$ cat src/rtl/ram_ctrl_pkg.sv
// Shared definitions for the frame-RAM write-side control: FSM encodings,
// requester indices and the address-width convention used by RAM and renderers.
package ram_ctrl_pkg;

  localparam logic [0:0] S_SERVE = 1'b0;
  localparam logic [0:0] S_CLEAR = 1'b1;

  localparam logic REQ0 = 1'b0;
  localparam logic REQ1 = 1'b1;

  function automatic int addr_w(input int depth);
    return $clog2(depth);
  endfunction

endpackage

$ cat src/rtl/ram_wr_scheduler_rr_arbiter2.sv
// Two-way round-robin grant: on contention the requester that did not win last
// time is granted; grants are one-hot and forced low when disabled.
module rr_arbiter2
  import ram_ctrl_pkg::*;
(
  input  logic i_En,
  input  logic i_Valid0,
  input  logic i_Valid1,
  input  logic i_Last_Grant,
  output logic o_Grant0,
  output logic o_Grant1
);

  assign o_Grant0 = i_En & i_Valid0 & (~i_Valid1 | (i_Last_Grant == REQ1));
  assign o_Grant1 = i_En & i_Valid1 & (~i_Valid0 | (i_Last_Grant == REQ0));

endmodule

$ cat src/rtl/ram_wr_scheduler.sv
// Write-port controller for the frame RAM: round-robin sharing between two
// renderers plus a full-memory clear sweep, all in the write-clock domain.
module ram_wr_scheduler
  import ram_ctrl_pkg::*;
#(
  parameter int                    DATA_WIDTH  = 4,
  parameter int                    ADDR_DEPTH  = 32,
  parameter logic [DATA_WIDTH-1:0] CLEAR_VALUE = '0
)(
  input  logic                          i_Wr_Clk,
  input  logic                          i_RST,
  input  logic                          i_Req0_Valid,
  input  logic [$clog2(ADDR_DEPTH)-1:0] i_Req0_Addr,
  input  logic [DATA_WIDTH-1:0]         i_Req0_Data,
  output logic                          o_Req0_Ready,
  input  logic                          i_Req1_Valid,
  input  logic [$clog2(ADDR_DEPTH)-1:0] i_Req1_Addr,
  input  logic [DATA_WIDTH-1:0]         i_Req1_Data,
  output logic                          o_Req1_Ready,
  input  logic                          i_Clear_Start,
  output logic                          o_Clear_Busy,
  output logic                          o_Clear_Done,
  output logic                          o_Wr_En,
  output logic [$clog2(ADDR_DEPTH)-1:0] o_Wr_Addr,
  output logic [DATA_WIDTH-1:0]         o_Wr_Data
);

  localparam int                ADDR_W    = addr_w(ADDR_DEPTH);
  localparam logic [ADDR_W-1:0] LAST_ADDR = ADDR_W'(ADDR_DEPTH - 1);

  logic [0:0]            r_State;
  logic                  r_Last_Grant;
  logic [ADDR_W-1:0]     r_Clr_Cnt;
  logic                  r_Wr_En;
  logic [ADDR_W-1:0]     r_Wr_Addr;
  logic [DATA_WIDTH-1:0] r_Wr_Data;
  logic                  r_Clear_Busy;
  logic                  r_Clear_Done;

  logic w_Arb_En;
  logic w_Grant0;
  logic w_Grant1;

  // Reset also masks the combinational Ready so every output is low during reset.
  assign w_Arb_En = (r_State == S_SERVE) & ~i_Clear_Start & ~i_RST;

  rr_arbiter2 u_arb (
    .i_En         (w_Arb_En),
    .i_Valid0     (i_Req0_Valid),
    .i_Valid1     (i_Req1_Valid),
    .i_Last_Grant (r_Last_Grant),
    .o_Grant0     (w_Grant0),
    .o_Grant1     (w_Grant1)
  );

  always_ff @(posedge i_Wr_Clk or posedge i_RST) begin
    if (i_RST) begin
      r_State      <= S_SERVE;
      r_Last_Grant <= REQ1;
      r_Clr_Cnt    <= '0;
      r_Wr_En      <= 1'b0;
      r_Wr_Addr    <= '0;
      r_Wr_Data    <= '0;
      r_Clear_Busy <= 1'b0;
      r_Clear_Done <= 1'b0;
    end else begin
      r_Wr_En      <= 1'b0;
      r_Clear_Done <= 1'b0;
      if (r_State == S_SERVE) begin
        if (i_Clear_Start) begin
          r_State      <= S_CLEAR;
          r_Clr_Cnt    <= '0;
          r_Clear_Busy <= 1'b1;
        end else if (w_Grant0 | w_Grant1) begin
          r_Wr_En      <= 1'b1;
          r_Wr_Addr    <= w_Grant1 ? i_Req1_Addr : i_Req0_Addr;
          r_Wr_Data    <= w_Grant1 ? i_Req1_Data : i_Req0_Data;
          r_Last_Grant <= w_Grant1 ? REQ1 : REQ0;
        end
      end else begin
        r_Wr_En   <= 1'b1;
        r_Wr_Addr <= r_Clr_Cnt;
        r_Wr_Data <= CLEAR_VALUE;
        // The counter stops at the last word; it is reloaded on the next clear start.
        if (r_Clr_Cnt == LAST_ADDR) begin
          r_State      <= S_SERVE;
          r_Clear_Busy <= 1'b0;
          r_Clear_Done <= 1'b1;
        end else begin
          r_Clr_Cnt <= r_Clr_Cnt + 1'b1;
        end
      end
    end
  end

  assign o_Req0_Ready = w_Grant0;
  assign o_Req1_Ready = w_Grant1;
  assign o_Clear_Busy = r_Clear_Busy;
  assign o_Clear_Done = r_Clear_Done;
  assign o_Wr_En      = r_Wr_En;
  assign o_Wr_Addr    = r_Wr_Addr;
  assign o_Wr_Data    = r_Wr_Data;

endmodule

$ cat config.mk
export PLATFORM = sky130hd
export DESIGN_NAME = ram_wr_scheduler
export DESIGN_NICKNAME = d
export VERILOG_FILES = /design/src/rtl/ram_ctrl_pkg.sv /design/src/rtl/ram_wr_scheduler_rr_arbiter2.sv /design/src/rtl/ram_wr_scheduler.sv
export SDC_FILE = /design/constraint.sdc
export NUM_CORES = 1
export LEC_CHECK = 0
export ABC_AREA = 1
export BUFFER_PORTS_ARGS = -buffer_cell sky130_fd_sc_hd__buf_4
export CAP_MARGIN = 20
export CORE_AREA = 10 10 53 71
export CTS_CLUSTER_DIAMETER = 80
export DETAILED_ROUTE_END_ITERATION = 6
export DIE_AREA = 0 0 63 81
export PLACE_DENSITY_LB_ADDON = 0.15
export SKIP_CTS_REPAIR_TIMING = 1
export SYNTH_ARGS = -nofsm -noshare
export SYNTH_HDL_FRONTEND = slang
export SYNTH_SLANG_ARGS = --single-unit
$ cat constraint.sdc
create_clock -name i_Wr_Clk -period 1.44 [get_ports i_Wr_Clk]
set_input_delay 0.216 -clock i_Wr_Clk [delete_from_list [all_inputs] [get_ports i_Wr_Clk]]
set_output_delay 0.216 -clock i_Wr_Clk [all_outputs]
set_load 0.01 [all_outputs]
==> summary.txt <==
Run status
  • Status: finished with violations
  • Violated checks: setup timing

Placed design
  • Dpl cells: 201
  • HPWL Detailed: between 2 and 2.5 mm
  • Port buffer count: 36
  • GP Congestion: between 0.8 and 0.9
  • Pre-CTS setup slack: -48.6 ps

CTS
  • Skew-Pair Late Insertion Delay: about 300 ps
  • Root buf cell: clkbuf_4
  • CTS max path bufs: 2
  • CTS sink count: 19
  • H-tree Lvls: 1
  • Num CTS Buffers: 3
  • TritonCTS clock tree: yes
  • Clock Pin Slew Worst Setup and Hold Paths: approximately 120 ps

Yosys
  • Ys async rst share: 100%
  • Post-synthesis sequential area ratio: a little under half
  • Synth top cells by count: nand2_1 (33), inv_1 (19), dfrtp_1 (18)
  • Cell with the most instances after synthesis: nand2_1
  • Mapped Area: 1050 µm²
  • Ranking of synthesized cells by area: dfrtp_1 (43%), nand2_1 (12%), inv_1 (6.8%)
  • Mean Syn Cell Area: ~8.4 µm²
  • Mux share of post-synthesis cell area: 0%
  • Syn Nets: 151
  • EDFF count, synth: 0
  • Primary FF master, synth: dfrtp_1
  • Largest family of logic cells by synthesized area: simple AND/OR/NAND/NOR gates
  • Simple-Gate Fraction of Synth Area: about a third
  • Yosys reg bits: 19
  • Top-area cell type share of the netlist area: between 40% and 50%
  • Count of cell types in the netlist: 22
  • Post-synthesis instance total: 126
  • Synth Area in XOR/XNOR: less than 1%
  • Synth area leader: dfrtp_1
  • Warning count from the yosys run: 0
  • Synth Area in Compound Gates: 12.3%
  • Adder-Cell Fraction of Synth Area: under 10%

Final layout
  • Proportion of layout cells with a drive suffix above 1: 46.4%
  • NumNets Final: 205
  • Number of diodes: 0
  • Post-Layout Cell Count: 215
  • Area grow syn2layout: 50.1%
  • Fillers: 236
  • Area of the multi-input gates: 563 µm²
  • Register Area: 478 µm²

STA
  • Final Skew: 3.23 ps
  • Slew margin rel.: 82.8%
  • Final period util: 103%
  • Setup ws final: -46.9 ps
  • Max Slew Vio Count: 0
  • RSZ-0062 raised after global routing: yes
  • Setup-failing EPs final: 2
  • F_max: 673 MHz
  • Minimum clock period: 1490 ps
  • Hold Violations, Final: 0
  • Tightest Pin Transition: 258 ps

Drt
  • DR WL met3: about 150 µm
  • Wl on met1: 1.12 mm
  • Vias: roughly 1000
  • WL met2: 1.64 mm
  • Vias/cell: 4.72
  • Starting DRT DRC Count: 35
  • Total Routed Length: 2.95 mm
  • Drt drc: 0
  • First-pass DRT Iterations: 4
  • WL/cell: between 10 and 15 µm
  • ANT nets after route: 0
  • Highest metal used: met4

Worst setup path
  • Most Frequent Cell on Critical Path: nor2_8
  • Critical Path Fanout Max: 8
  • Critical Path RT: 1220 ps
  • Critical path's largest stage delay: 460 ps
  • CP arrival: between 1000 and 1500 ps
  • Setup crit end kind: output pin
  • Crit Path Category: reg2out
  • Critical-path cell list: nor2_8 > nand2_8 > nor2_8 > buf_4
  • Startpoint Class: register
  • Crit-path slowest cell: dfrtp_2

GRT
  • Gr usage total: 10.8%
  • Antenna violations before repair: 0
  • Vias in the first global route: ~960
  • First-pass GRT wire length: 4.45 mm
  • Largest net degree at the start of global routing: 19
  • Congestion Overflow GR: 0

Hold path
  • Hold WC Path Type: in2async

Die
  • Chip Width: 63 µm
  • Core area: ~2600 µm²
  • Die area: between 5000 and 6000 µm²
  • Initial core utilization: 41.2%
  • Die Y: 81 µm
  • FP Rows: 22
  • Ports: 37

Power and ir drop
  • Leak: 0.000850 µW
  • Tot Pwr: between 2000 and 2500 µW
  • VDD IR max: roughly 0.0011 V
  • Pwr Density: ~1400 nW/µm²

Run
  • Number of max-cap violations: 0
metrics by stage:
step	hold slack (ps)	instance area, µm²	setup TNS (ps)	util, %
global placement	345	1390	0	54.4
global route	5.63	1580	-1270	61.8
CTS	7.27	1420	-427	55.5
detailed placement	343	1390	-50.5	54.4
finish	10.2	1580	-84.3	61.8
floorplan	97.6	1060	0	-
sequential cells by signal, indices dropped and copies added (netlist names):
signal / flops
o_Clear_Busy: 1
o_Clear_Done: 1
o_Wr_Addr: 5
o_Wr_Data: 4
o_Wr_En: 1
r_Clr_Cnt: 5
r_Last_Grant: 1
r_State: 1
layer usage:
layer	GRT usage, %	up-vias
li1	-	500
met1	10.8	481
met2	20.6	29
met3	3.03	4
met4	4.04	0
met5	0	-
layout make-up:
| class | instances | area share, % |
|---|---|---|
| clock buffers | 3 | 1.42 |
| clock inverters | 1 | 0.316 |
| inverters | 19 | 4.90 |
| multi-input cells | 87 | 35.6 |
| flip-flops and latches | 19 | 30.2 |
| well taps | 36 | 2.85 |
| repair buffers | 50 | 24.7 |
cells by family after synthesis:
group	after synthesis
adders and majority gates	2
AOI/OAI and AO/OA	21
and+or+nand+nor	63
buffers and inverters	20
DFF	19
xor gates and xnor gates	1
critical path: cells and delay by family, from the launching register on:
| family | cells | cell delay (ps) |
|---|---|---|
| flip-flops | 1 | 460 |
| AND/OR/NAND/NOR | 3 | 380 |
| buffers and inverters | 1 | 130 |
where the power goes:
| group | total [µW] | internal, µW | switching, µW | leakage, µW |
|---|---|---|---|---|
| clock | 281 | 104 | 178 | 0.0000177 |
| sequential | 868 | 737 | 130 | 0.000227 |
| combinational | 1100 | 523 | 582 | 0.000605 |
placed cells by master (no fill, tap or decap), drive strengths merged:
master    synthesis  final
or2               1      1
xor2              1      1
clkinvlp          0      1
inv              19     18
o22ai             1      1
dfstp             1      1
nor2             19     19
dfrtp            18     18
a21oi             2      2
o21ai            13     13
clkinv            0      1
buf               1     50
clkbuf            0      3
nand3             6      6
nand4             1      1
nand2            36     36
o21bai            5      5
ha                2      2
final timing paths:
path / start / end / slack (ps) / cells after the start
worst max-delay path: r_State / o_Req1_Ready / -50 / 4
worst min-delay path: i_RST / r_Last_Grant / 10 / 2
worst max register to register: r_Last_Grant / o_Wr_Addr[2] / 0 / 8
worst min register to register: o_Wr_Data[3] / o_Wr_Data[3] / 500 / 2
max in group asynchronous: i_RST / r_State / 1160 / 3
min in group i_Wr_Clk: i_Req1_Data[2] / o_Wr_Data[2] / 200 / 3
(Power assumes the default switching activity.)
